--- src/rtl/alu_pkg.sv ---
// alu_pkg: shared definitions for the Eka decode stage.
//   - ALU_Ctrl operation codes understood by the execute-stage ALU
//   - RV32I opcode and funct3 constants used by the decoder
//   - alu_decode_t: the registered control bundle handed to execute
//   - helpers mapping the arithmetic funct3 field onto an ALU code
package alu_pkg;

  localparam logic [3:0] ALU_ADD = 4'b0000;
  localparam logic [3:0] ALU_SUB = 4'b1000;
  localparam logic [3:0] ALU_OR  = 4'b0110;
  localparam logic [3:0] ALU_AND = 4'b0111;
  localparam logic [3:0] ALU_XOR = 4'b0100;

  localparam logic [6:0] OPC_RTYPE  = 7'b0110011;
  localparam logic [6:0] OPC_ITYPE  = 7'b0010011;
  localparam logic [6:0] OPC_LOAD   = 7'b0000011;
  localparam logic [6:0] OPC_STORE  = 7'b0100011;
  localparam logic [6:0] OPC_BRANCH = 7'b1100011;

  localparam logic [2:0] F3_ADD = 3'b000;
  localparam logic [2:0] F3_XOR = 3'b100;
  localparam logic [2:0] F3_OR  = 3'b110;
  localparam logic [2:0] F3_AND = 3'b111;
  localparam logic [2:0] F3_LW  = 3'b010;
  localparam logic [2:0] F3_SW  = 3'b010;
  localparam logic [2:0] F3_BEQ = 3'b000;
  localparam logic [2:0] F3_BNE = 3'b001;

  typedef struct packed {
    logic [3:0]  alu_ctrl;
    logic        src2_imm;
    logic [31:0] imm;
    logic [4:0]  rs1;
    logic [4:0]  rs2;
    logic [4:0]  rd;
    logic        reg_write;
    logic        mem_read;
    logic        mem_write;
    logic        branch;
    logic        branch_ne;
    logic        illegal;
  } alu_decode_t;

  // Only ADD/XOR/OR/AND funct3 values have an ALU implementation;
  // shifts and compares are rejected as illegal.
  function automatic logic arith_f3_ok(input logic [2:0] f3);
    return (f3 == F3_ADD) || (f3 == F3_XOR) || (f3 == F3_OR) || (f3 == F3_AND);
  endfunction

  function automatic logic [3:0] arith_ctrl(input logic [2:0] f3);
    case (f3)
      F3_XOR:  return ALU_XOR;
      F3_OR:   return ALU_OR;
      F3_AND:  return ALU_AND;
      default: return ALU_ADD;
    endcase
  endfunction

endpackage

--- src/rtl/alu_decode_comb.sv ---
// alu_decode_comb: purely combinational RV32I instruction -> alu_decode_t.
// Ports:
//   instr_i  in  32  instruction word
//   dec_o    out     decoded control bundle (alu_pkg::alu_decode_t)
// Unsupported encodings produce illegal=1 with ALU code ADD and every
// write/memory/branch flag cleared; register indices are always passed.
module alu_decode_comb
  import alu_pkg::*;
(
  input  logic [31:0] instr_i,
  output alu_decode_t dec_o
);

  logic [6:0]  opcode;
  logic [2:0]  funct3;
  logic [31:0] imm_i;
  logic [31:0] imm_s;
  logic [31:0] imm_b;
  logic        legal;

  assign opcode = instr_i[6:0];
  assign funct3 = instr_i[14:12];

  assign imm_i = {{20{instr_i[31]}}, instr_i[31:20]};
  assign imm_s = {{20{instr_i[31]}}, instr_i[31:25], instr_i[11:7]};
  assign imm_b = {{19{instr_i[31]}}, instr_i[31], instr_i[7], instr_i[30:25],
                  instr_i[11:8], 1'b0};

  always_comb begin
    dec_o     = '0;
    legal     = 1'b0;
    dec_o.rs1 = instr_i[19:15];
    dec_o.rs2 = instr_i[24:20];
    dec_o.rd  = instr_i[11:7];

    case (opcode)
      OPC_RTYPE: begin
        if (arith_f3_ok(funct3)) begin
          legal           = 1'b1;
          dec_o.reg_write = 1'b1;
          // funct7[5] (instr bit 30) selects SUB only for the ADD slot
          if (funct3 == F3_ADD && instr_i[30])
            dec_o.alu_ctrl = ALU_SUB;
          else
            dec_o.alu_ctrl = arith_ctrl(funct3);
        end
      end
      OPC_ITYPE: begin
        if (arith_f3_ok(funct3)) begin
          legal           = 1'b1;
          dec_o.alu_ctrl  = arith_ctrl(funct3);
          dec_o.src2_imm  = 1'b1;
          dec_o.imm       = imm_i;
          dec_o.reg_write = 1'b1;
        end
      end
      OPC_LOAD: begin
        if (funct3 == F3_LW) begin
          legal           = 1'b1;
          dec_o.alu_ctrl  = ALU_ADD;
          dec_o.src2_imm  = 1'b1;
          dec_o.imm       = imm_i;
          dec_o.mem_read  = 1'b1;
          dec_o.reg_write = 1'b1;
        end
      end
      OPC_STORE: begin
        if (funct3 == F3_SW) begin
          legal           = 1'b1;
          dec_o.alu_ctrl  = ALU_ADD;
          dec_o.src2_imm  = 1'b1;
          dec_o.imm       = imm_s;
          dec_o.mem_write = 1'b1;
        end
      end
      OPC_BRANCH: begin
        if (funct3 == F3_BEQ || funct3 == F3_BNE) begin
          legal           = 1'b1;
          dec_o.alu_ctrl  = ALU_SUB;
          dec_o.imm       = imm_b;
          dec_o.branch    = 1'b1;
          dec_o.branch_ne = (funct3 == F3_BNE);
        end
      end
      default: legal = 1'b0;
    endcase

    if (!legal) begin
      dec_o.alu_ctrl  = ALU_ADD;
      dec_o.src2_imm  = 1'b0;
      dec_o.imm       = '0;
      dec_o.reg_write = 1'b0;
      dec_o.mem_read  = 1'b0;
      dec_o.mem_write = 1'b0;
      dec_o.branch    = 1'b0;
      dec_o.branch_ne = 1'b0;
      dec_o.illegal   = 1'b1;
    end
  end

endmodule

--- src/rtl/alu_decode.sv ---
// alu_decode: registered decode stage between fetch and execute.
// Ports:
//   clk, reset (async, active-high), flush (sync kill)
//   in_valid/in_ready/in_instr       : instruction handshake from fetch
//   out_valid/out_ready              : bundle handshake to execute
//   out_alu_ctrl, out_src2_imm, out_imm, out_rs1/rs2/rd,
//   out_reg_write, out_mem_read, out_mem_write, out_branch,
//   out_branch_ne, out_illegal       : registered control bundle
// Build option ALU_DECODE_SKID_EN: adds a skid entry so in_ready comes
// straight from a register; otherwise in_ready is combinational.
module alu_decode
  import alu_pkg::*;
(
  input  logic        clk,
  input  logic        reset,
  input  logic        flush,
  input  logic        in_valid,
  output logic        in_ready,
  input  logic [31:0] in_instr,
  output logic        out_valid,
  input  logic        out_ready,
  output logic [3:0]  out_alu_ctrl,
  output logic        out_src2_imm,
  output logic [31:0] out_imm,
  output logic [4:0]  out_rs1,
  output logic [4:0]  out_rs2,
  output logic [4:0]  out_rd,
  output logic        out_reg_write,
  output logic        out_mem_read,
  output logic        out_mem_write,
  output logic        out_branch,
  output logic        out_branch_ne,
  output logic        out_illegal
);

  alu_decode_t dec;
  alu_decode_t out_q, out_d;
  logic        out_valid_q, out_valid_d;
  logic        accept;
  logic        consume;

  alu_decode_comb u_comb (
    .instr_i (in_instr),
    .dec_o   (dec)
  );

  assign accept  = in_valid && in_ready;
  assign consume = out_valid_q && out_ready;

`ifdef ALU_DECODE_SKID_EN
  alu_decode_t skid_q, skid_d;
  logic        skid_valid_q, skid_valid_d;

  assign in_ready = !skid_valid_q;

  always_comb begin
    out_d        = out_q;
    out_valid_d  = out_valid_q;
    skid_d       = skid_q;
    skid_valid_d = skid_valid_q;
    if (flush) begin
      out_valid_d  = 1'b0;
      skid_valid_d = 1'b0;
    end else if (!out_valid_q || consume) begin
      // Output slot frees up: the parked entry goes first to keep order.
      // No accept can coincide with a full skid since in_ready is low.
      if (skid_valid_q) begin
        out_d        = skid_q;
        out_valid_d  = 1'b1;
        skid_valid_d = 1'b0;
      end else if (accept) begin
        out_d       = dec;
        out_valid_d = 1'b1;
      end else begin
        out_valid_d = 1'b0;
      end
    end else if (accept) begin
      skid_d       = dec;
      skid_valid_d = 1'b1;
    end
  end

  always_ff @(posedge clk or posedge reset) begin
    if (reset) begin
      skid_q       <= '0;
      skid_valid_q <= 1'b0;
    end else begin
      skid_q       <= skid_d;
      skid_valid_q <= skid_valid_d;
    end
  end
`else
  assign in_ready = !out_valid_q || out_ready;

  always_comb begin
    out_d       = out_q;
    out_valid_d = out_valid_q;
    if (flush) begin
      out_valid_d = 1'b0;
    end else if (accept) begin
      out_d       = dec;
      out_valid_d = 1'b1;
    end else if (consume) begin
      out_valid_d = 1'b0;
    end
  end
`endif

  always_ff @(posedge clk or posedge reset) begin
    if (reset) begin
      out_q       <= '0;
      out_valid_q <= 1'b0;
    end else begin
      out_q       <= out_d;
      out_valid_q <= out_valid_d;
    end
  end

  assign out_valid     = out_valid_q;
  assign out_alu_ctrl  = out_q.alu_ctrl;
  assign out_src2_imm  = out_q.src2_imm;
  assign out_imm       = out_q.imm;
  assign out_rs1       = out_q.rs1;
  assign out_rs2       = out_q.rs2;
  assign out_rd        = out_q.rd;
  assign out_reg_write = out_q.reg_write;
  assign out_mem_read  = out_q.mem_read;
  assign out_mem_write = out_q.mem_write;
  assign out_branch    = out_q.branch;
  assign out_branch_ne = out_q.branch_ne;
  assign out_illegal   = out_q.illegal;

endmodule

--- config.mk ---
export PLATFORM = sky130hd
export DESIGN_NAME = alu_decode
export DESIGN_NICKNAME = d
export VERILOG_FILES = /design/src/rtl/alu_pkg.sv /design/src/rtl/alu_decode_comb.sv /design/src/rtl/alu_decode.sv
export SDC_FILE = /design/constraint.sdc
export NUM_CORES = 1
export LEC_CHECK = 0
export BUFFER_PORTS_ARGS = -buffer_cell sky130_fd_sc_hd__buf_2
export CAP_MARGIN = 0
export CORE_ASPECT_RATIO = 1.75
export CORE_MARGIN = 8
export CORE_UTILIZATION = 55
export CTS_CLUSTER_SIZE = 10
export DETAILED_ROUTE_END_ITERATION = 8
export PLACE_DENSITY = 0.83
export SYNTH_ARGS = -nofsm -noshare
export SYNTH_HDL_FRONTEND = slang
export SYNTH_HIERARCHICAL = 1
export SYNTH_SLANG_ARGS = --single-unit
--- constraint.sdc ---
create_clock -name clk -period 3.1 [get_ports clk]
set_input_delay 0 -clock clk [delete_from_list [all_inputs] [get_ports clk]]
set_output_delay 0 -clock clk [all_outputs]
set_load 0.1 [all_outputs]
==> results.yml, run 1 <==
timing:
  setup_viol: 0
  fin_crit_sh: 0.615
  worst-slew-pin-transition_ns: 1.32
  slew_viol_final: 0
  clock_skew_ns: 0.00498
  setup_ws_ns: 1.19
  rsz0062_at_grt: "false"
  hold_viol: 0
  slew_headroom: 0.123
  fmax_mhz: 525
  setup-tns-final_ns: 0
  period_minus_slack_ns: 1.91
  holdWs_ns: 0.0696
setup_path:
  reg2reg_slack_ns: 1.24
  startpoint_type: "primary input"
  cpPeakStageDelay_ns: 1.02
  crit_path_end_kind: "register"
  worst_ep_required_time_ns: 3.35
  crit_chain: "buf_2 -> nor4b_2 -> o31ai_1 -> a21oi_1 -> mux2_2"
  startpoint: "in_instr[4]"
  cp_slowest_cell: "a21oi_1"
  rr_startpoint: "out_valid"
  cp_max_fo: 20
  crit_arrival_ns: 2.16
  r2r-end: "out_mem_write"
  r2r_cells: 4
  path_class: "in -> reg"
routing:
  vias_per_cell: 5.49
  drt_iter0_drc: 136
  finalWirelength_um: 6720
  detail-route-antenna-nets: 0
  drc: 0
  via_count: 2037
  wl_per_cell_um: 18.1
  drt-pass1-iter-count: 4
place:
  numPortBuffers: 96
  place_congestion: 0.865
  post-place-ws_ns: 0.893
  dp_hpwl_um: 4690
yosys:
  syn_nets: 264
  yosys_warnings: 6
  syn-cell-area_sq_um: 2980
  syn_inst: 227
  ys_seq_elements: 59
  yosysUniqueCellTypes: 36
  synth_area_per_cell_sq_um: 13.1
  synth-seq-area-share: 0.496
clock_tree:
  clkSinkCount: 59
  cts_buffers: 9
  clkTransAtPathRegs_ns: 0.07
  post_cts_buffers: 0
  post_cts_resized: 0
  cts_root_buf: "clkbuf_8"
  clockBufferDepth: 2
  ctsHoldBuffers: 18
  htreeDepth: 3
  cts_tree: "yes"
  insertion_delay_ns: 0.33
finish:
  nets: 348
  final_core_util: 0.693
  num_antenna_cells: 0
  synthToLayoutAreaGrowth_pct: 22.5
  drive_gt1_frac: 0.522
grt:
  grt_antenna_before_repair: 0
  track_usage: 0.170
  grt_pass1_wl_um: 10800
  grt-ovfl-total: 0
  grt_max_degree: 59
  grt_pass1_vias: 2209
power:
  p_sw_frac: 0.314
  ir_worst_vdd_mv: 0.491
  power.switching_uw: 693
  seqPwrFrac: 0.374
  cellInternalPower_mw: 1.51
  p_leak_nw: 1.94
  p_per_area_nw_per_um2: 606
  p_comb_frac: 0.223
  p_clk_frac: 0.403
  total_power_mw: 2.21
die:
  die_w_um: 71.6
  num_rows: 35
  design.core.area_sq_um: 5260
  start_util: 0.566
  ios: 97
  die_h_um: 113
  die_area_sq_um: 8110
worst_hold_path:
  min_from: "in_instr[25]"
  min_to: "out_imm[5]"
  hold_depth: 3
  worstHoldPathType: "in -> reg"
run:
  cap_violations: 0
status:
  status: "finished, final reports clean"
[cell usage after synthesis]
library cell   n  share of area
nand4bb_1      2         0.0076
and4b_2        1         0.0038
nand3_1        1         0.0017
a21o_2         1         0.0029
nor2b_1        2         0.0042
nor2_1         7         0.0088
nor4bb_1       1         0.0034
o31ai_1        1         0.0025
a211o_4        1         0.0059
dfrtp_1       59           0.50
o211a_1        1         0.0034
and3_2         1         0.0025
o21ai_0        2         0.0034
buf_2          2         0.0034
buf_6          5          0.019
and3_4         1         0.0038
nor4b_4        1         0.0080
nor4b_2        2          0.010
a21boi_0       1         0.0025
nand2_1        5         0.0063
or3_1          1         0.0021
o211ai_1       1         0.0025
nor3b_4        1         0.0063
mux2_2        38           0.14
mux2_1        20          0.076
nor4_2         1         0.0042
and3_1         2         0.0042
a21oi_1        6          0.010
and2_1         3         0.0063
nor3b_1        7          0.018
nor3_1         1         0.0017
nor2b_4        1         0.0046
inv_1          4         0.0050
a32o_1         6          0.020
and4_1         1         0.0029
buf_4         37          0.093
[logic make-up (layout without fill, tap and decap cells)]
| family | count (synthesis) | count (layout) | synth area share |
|---|---|---|---|
| and+or+nand+nor | 42 | 42 | 0.110 |
| AOI/OAI and AO/OA | 20 | 20 | 0.0534 |
| DFF | 59 | 59 | 0.496 |
| buffers and inverters | 48 | 137 | 0.121 |
| muxes | 58 | 58 | 0.220 |
[power by group through the flow]
| stage | sequential (mW) | clock [mW] | combinational, mW |
|---|---|---|---|
| after floorplan | 1.11 | 0 | 0.123 |
| after global placement | 0.836 | 0 | 0.471 |
| after detailed placement | 0.838 | 0 | 0.476 |
| after CTS | 0.824 | 0.913 | 0.495 |
| after global routing | 0.829 | 0.937 | 0.512 |
| final | 0.825 | 0.890 | 0.493 |
[how the worst max path moves through the flow]
| stage | to | slack [ns] | cells past startpoint |
|---|---|---|---|
| after floorplan | out_imm[0] | 1.12 | 5 |
| after global placement | out_imm[16] | 1.06 | 5 |
| after detailed placement | out_imm[20] | 0.89 | 5 |
| after CTS | out_imm[15] | 1.23 | 4 |
| after global routing | out_imm[20] | 1.03 | 5 |
| final | out_imm[15] | 1.19 | 5 |
[final cells by class]
class	instances	area, sq um
inverter	4	15.0
timing repair buffer	117	683
fill	395	1610
multi-input combinational	120	1140
sequential	59	1480
tap	55	68.8
clock inverter	4	95.1
clock buffer	12	165
[flip-flops by register name, summed over array words and instances, names as in the netlist, 4 cells and up]
signal,cells
out_rs2,5
out_alu_ctrl,4
out_rs1,5
out_imm,32
out_rd,5
[routing by layer]
layer	GRT usage	share of wire	up-vias
li1	-	-	945
met4	0.0754	0.016	0
met3	0.0691	0.076	9
met1	0.167	0.37	1015
met5	0	0	-
met2	0.301	0.54	68
[stage by stage]
step,instances,area (sq um)
after floorplan,227,2980
after global placement,337,3200
after detailed placement,337,3200
after CTS,371,3640
after global routing,371,3640
final,371,3640
[cells in the final DEF (no fill, tap or decap), types with 2 or more instances in the layout]
master	n
dfrtp_1	59
nand4bb_1	2
mux2_1	20
a21oi_1	6
nor2b_1	2
clkbuf_8	12
buf_4	3
and2_1	3
nand2_1	5
buf_2	96
nor3b_1	7
mux2_2	38
and3_1	2
nor4b_2	2
bufinv_16	3
o21ai_0	2
inv_1	3
nor2_1	7
a32o_1	6
dlygate4sd3_1	18
[worst max-delay path, delay by kind of cell]
kind,cells,cell delay (ns)
buffers and inverters,1,0.24
AND/OR/NAND/NOR,1,0.38
AO/OA/AOI/OAI,2,1.20
multiplexers,1,0.34
Note: power is estimated with default switching activity, not from simulation.
==> inputs of run 2 (changes only) <==
--- a/config.mk
+++ b/config.mk
@@ -9,10 +9,10 @@
 export CAP_MARGIN = 0
 export CORE_ASPECT_RATIO = 1.75
 export CORE_MARGIN = 8
-export CORE_UTILIZATION = 55
+export CORE_UTILIZATION = 51
 export CTS_CLUSTER_SIZE = 10
 export DETAILED_ROUTE_END_ITERATION = 8
-export PLACE_DENSITY = 0.83
+export PLACE_DENSITY = 0.77
 export SYNTH_ARGS = -nofsm -noshare
 export SYNTH_HDL_FRONTEND = slang
 export SYNTH_HIERARCHICAL = 1
==> constraint.sdc (replaced) <==
create_clock -name clk -period 1.8 [get_ports clk]
set_input_delay 0 -clock clk [delete_from_list [all_inputs] [get_ports clk]]
set_output_delay 0 -clock clk [all_outputs]
set_load 0.1 [all_outputs]
==> run 2 against run 1 <==
Net effect:
- power is 74% higher
- non-clock buffer count is 4 higher
- final area is 2.4% higher
==> results.yml, run 2 (synthesis results as in run 1) <==
power:
  total_power_mw: 3.83
  p_clk_frac: 0.406
  power.switching_mw: 1.21
  p_per_area_nw_per_um2: 1030
  ir_worst_vdd_mv: 1.02
  seqPwrFrac: 0.370
  p_comb_frac: 0.224
  p_leak_nw: 1.96
  p_sw_frac: 0.317
  cellInternalPower_mw: 2.62
worst_hold_path:
  worstHoldPathType: "in -> reg"
routing:
  drc: 0
  drt-pass1-iter-count: 4
  wl_met3_um: 414
  wl_met1_um: 2420
  detail-route-antenna-nets: 0
  drt_iter0_drc: 84
  finalWirelength_um: 6610
  wl_met2_um: 3650
  highest-signal-layer: "met4"
  via_count: 2027
  vias_per_cell: 5.09
  wl_per_cell_um: 16.6
die:
  num_rows: 37
  start_util: 0.518
  die_h_um: 117
  design.core.area_sq_um: 5740
  die_w_um: 73.7
  ios: 97
  die_area_sq_um: 8630
clock_tree:
  cts_tree: "yes"
  ctsHoldBuffers: 18
  clkTransAtPathRegs_ns: 0.07
  post_cts_resized: 0
  post_cts_buffers: 0
  clkSinkCount: 59
  insertion_delay_ns: 0.33
  clockBufferDepth: 2
  htreeDepth: 3
  cts_root_buf: "clkbuf_8"
  cts_buffers: 9
setup_path:
  crit_path_end_kind: "register"
  crit_arrival_ns: 1.75
  cpLargestDelayFamily: "simple AND/OR/NAND/NOR gates"
  worst_ep_required_time_ns: 2.02
  critical_path_buf_inv_count: 1
  crit_chain: "nor2b_4 -> nor3b_4 -> buf_12 -> mux2_2"
  cp_max_fo: 29
  path_class: "reg -> reg"
  cpPeakStageDelay_ns: 0.40
  cp_slowest_cell: "dfrtp_2"
  startpoint_type: "register"
timing:
  slew_viol_final: 0
  slew_headroom: 0.510
  setup-tns-final_ns: 0
  holdWs_ns: 0.0585
  setup_viol: 0
  fin_crit_sh: 0.852
  hold_viol: 0
  period_minus_slack_ns: 1.53
  fmax_mhz: 652
  clock_skew_ns: 0.00624
  rsz0062_at_grt: "false"
  worst-slew-pin-transition_ns: 0.736
grt:
  track_usage: 0.164
  grt_antenna_before_repair: 0
  grt_pass1_wl_um: 10800
  grt_pass1_vias: 2227
  grt-ovfl-total: 0
  grt_max_degree: 30
finish:
  synthToLayoutAreaGrowth_pct: 25.4
  nFillCells: 489
  final_common_cell: "buf_2"
  drive_gt1_frac: 0.534
  num_antenna_cells: 0
  nets: 352
  final_core_util: 0.650
  largest_register_ff_count: 32
  final_cell_mix: "buf_2 (96), dfrtp_1 (58), mux2_2 (38), mux2_1 (20), dlygate4sd3_1 (18)"
place:
  place_congestion: 0.815
  dp_hpwl_um: 4850
  numPortBuffers: 96
run:
  cap_violations: 0
status:
  status: "finished, final reports clean"
-- run 2: cell types whose count changed in the layout (fill, tap and decap cells not counted), sizes merged --
cell,change
buf,+4
-- run 2: path summary, 6_finish.rpt --
kind                              startpoint             to  slack, ns  depth (start not counted)
worst min-delay path            in_instr[26]     out_imm[6]       0.06                          4
max in group asynchronous              reset     out_imm[4]       0.98                          4
worst min register to register    out_rs1[1]     out_rs1[1]       0.48                          1
worst max-delay path               out_valid  out_reg_write       0.27                          4
worst max register to register     out_valid  out_reg_write       0.27                          4
min in group asynchronous              reset      out_rd[0]       0.16                          3
-- run 2: area by class of cell --
type                            instances  area (sq um)  share of cell area
Multi-Input combinational cell        120          1140               0.306
Inverter                                4          15.0             0.00402
Clock buffer                           12           165              0.0443
Clock inverter                          4          95.1              0.0255
Tap cell                               78          97.6              0.0261
Sequential cell                        59          1480               0.396
Timing Repair Buffer                  121           738               0.198
-- run 2: worst reg2reg max path, delay by kind of cell (launching register included) --
| family | cells | cell delay, ns |
|---|---|---|
| DFF | 1 | 0.40 |
| and+or+nand+nor | 2 | 0.42 |
| muxes | 1 | 0.37 |
| buffers and inverters | 1 | 0.24 |
-- run 2: layer usage --
layer,up-vias,track usage
li1,951,-
met4,0,0.0779
met3,13,0.0606
met2,61,0.279
met1,1002,0.174
met5,-,0
-- run 2: per-stage QoR --
stage | setup WS [ns] | area, sq um | cells
after CTS | 0.263 | 3730 | 398
final | 0.267 | 3730 | 398
after detailed placement | 0.0285 | 3290 | 364
after global routing | 0.199 | 3730 | 398
after floorplan | 0.0267 | 2980 | 227
after global placement | 0.119 | 3290 | 364
-- run 2: power groups by stage --
stage	Combinational (mW)	Sequential [mW]	Clock, mW
global placement	0.827	1.44	0
finish	0.858	1.42	1.56
global route	0.896	1.43	1.65
floorplan	0.212	1.92	0
CTS	0.864	1.42	1.59
detailed placement	0.833	1.44	0
==> inputs of run 3 (changes only) <==
--- a/config.mk
+++ b/config.mk
@@ -5,14 +5,14 @@
 export SDC_FILE = /design/constraint.sdc
 export NUM_CORES = 1
 export LEC_CHECK = 0
-export BUFFER_PORTS_ARGS = -buffer_cell sky130_fd_sc_hd__buf_2
 export CAP_MARGIN = 0
 export CORE_ASPECT_RATIO = 1.75
 export CORE_MARGIN = 8
-export CORE_UTILIZATION = 51
+export CORE_UTILIZATION = 55
 export CTS_CLUSTER_SIZE = 10
 export DETAILED_ROUTE_END_ITERATION = 8
-export PLACE_DENSITY = 0.77
+export DONT_BUFFER_PORTS = 1
+export PLACE_DENSITY = 0.67
 export SYNTH_ARGS = -nofsm -noshare
 export SYNTH_HDL_FRONTEND = slang
 export SYNTH_HIERARCHICAL = 1
==> run 3 against run 2 <==
Net effect:
- combinational power down 0.7%
- power down 10%
- final area down 2.3%
- sequential cell count unchanged
- die area down 6.0%
- clock power down 26%
- largest cell class unchanged
==> results.yml, run 3 (synthesis results as in run 1) <==
status:
  status: "finished, final reports clean"
power:
  ir_worst_vdd_mv: 0.894
  p_clk_frac: 0.338
  power.switching_mw: 1.16
  p_comb_frac: 0.248
  p_per_area_nw_per_um2: 944
  p_leak_nw: 1.81
  total_power_mw: 3.44
  seqPwrFrac: 0.415
  p_sw_frac: 0.338
  cellInternalPower_mw: 2.28
timing:
  rsz0062_at_grt: "false"
  slew_headroom: 0.441
  fin_crit_sh: 0.891
  slew_viol_final: 0
  setup-tns-final_ns: 0
  setup_ws_ns: 0.195
  clock_skew_ns: 0.00429
  holdWs_ns: 0.0139
  hold_viol: 0
  fmax_mhz: 623
  setup_viol: 0
  period_minus_slack_ns: 1.60
  worst-slew-pin-transition_ns: 0.838
place:
  placed_cells: 302
  numPortBuffers: 0
  place_congestion: 0.940
  dp_hpwl_um: 5100
  post_dp_cell_area_sq_um: 3210
  post-place-ws_ns: 0.123
worst_hold_path:
  hold_depth: 2
  min_to: "out_imm[9]"
  min_from: "in_instr[29]"
  worstHoldPathType: "in -> reg"
die:
  die_w_um: 71.6
  design.core.area_sq_um: 5260
  die_h_um: 113
  die_area_sq_um: 8110
  ios: 97
  start_util: 0.566
  num_rows: 35
run:
  cap_violations: 0
finish:
  nets: 319
  nFillCells: 386
  synthToLayoutAreaGrowth_pct: 22.5
  fin_area_sq_um: 3640
  num_antenna_cells: 0
  final_core_util: 0.694
  final_common_cell: "buf_4"
  drive_gt1_frac: 0.456
  largest_register_ff_count: 32
  final_cells: 342
  final_cell_mix: "buf_4 (62), dfrtp_1 (58), mux2_2 (38), dlygate4sd3_1 (24), mux2_1 (20)"
setup_path:
  crit_path_end_kind: "register"
  startpoint_type: "register"
  r2r-end: "out_rs2[2]"
  crit_arrival_ns: 1.82
  worst_ep_required_time_ns: 2.01
  startpoint: "out_valid"
  rr_startpoint: "out_valid"
  reg2reg_slack_ns: 0.20
  path_class: "reg -> reg"
  cp_max_fo: 58
  r2r_cells: 4
clock_tree:
  cts_tree: "yes"
  cts_root_buf: "clkbuf_8"
  htreeDepth: 3
  clockBufferDepth: 2
  clkSinkCount: 59
  post_cts_buffers: 0
  cts_buffers: 9
  insertion_delay_ns: 0.33
  clkTransAtPathRegs_ns: 0.07
grt:
  grt_pass1_wl_um: 11300
  grt_pass1_vias: 2194
  track_usage: 0.181
  grt-ovfl-total: 0
  grt_max_degree: 59
  grt_antenna_before_repair: 0
routing:
  drt_iter0_drc: 131
  via_count: 1963
  wl_per_cell_um: 20.9
  drt-pass1-iter-count: 4
  drc: 0
  vias_per_cell: 5.74
  finalWirelength_um: 7130
  detail-route-antenna-nets: 0
-- run 3: cell types whose count changed in the layout (fill, tap and decap cells not counted) --
| cell | before | now |
|---|---|---|
| clkinv_2 | 1 | 3 |
| clkinvlp_4 | 0 | 1 |
| clkbuf_1 | 0 | 1 |
| buf_2 | 96 | 0 |
| buf_4 | 5 | 62 |
| bufinv_16 | 3 | 1 |
| dlygate4sd3_1 | 18 | 24 |
| clkbuf_8 | 12 | 10 |
-- run 3: timing repair --
action	in CTS	in global routing
endpoints found under the hold margin	56	0
setup endpoints to repair	0	0
hold buffers	24	0
gates resized for setup	0	0
-- run 3: layout make-up --
type | count | area [sq um] | area share
inverters | 4 | 15.0 | 0.00412
clock inverters | 5 | 52.6 | 0.0144
multi-input cells | 120 | 1140 | 0.314
flip-flops and latches | 59 | 1480 | 0.405
clock buffers | 11 | 141 | 0.0388
well taps | 55 | 68.8 | 0.0189
repair buffers | 88 | 746 | 0.205
-- run 3: worst max-delay path by stage --
stage	endpoint	slack (ns)	cells after the start
after floorplan	out_imm[0]	0.03	5
after global placement	out_rd[3]	0.28	4
after global routing	out_mem_read	0.15	4
final	out_rs2[2]	0.20	4
after CTS	out_rs2[3]	0.20	4
after detailed placement	out_imm[19]	0.12	4
-- run 3: power by group through the flow --
stage               clock, mW  combinational, mW  sequential, mW
finish                   1.16              0.852            1.43
global route             1.25              0.878            1.43
CTS                      1.20              0.856            1.43
detailed placement          0              0.808            1.45
global placement            0              0.794            1.44
floorplan                   0              0.212            1.92
-- run 3: routing by layer --
metal,up-vias,wire (um),global-route usage
li1,886,-,-
met1,984,2450,0.171
met2,89,4020,0.332
met3,4,631,0.0744
met4,0,34,0.0658
met5,-,0,0
-- run 3: worst max-delay path: stages (launching register included) --
cell,delay [ns]
dfrtp_2,0.41
nor2b_4,0.14
nor3b_4,0.21
buf_12,0.31
mux2_2,0.39
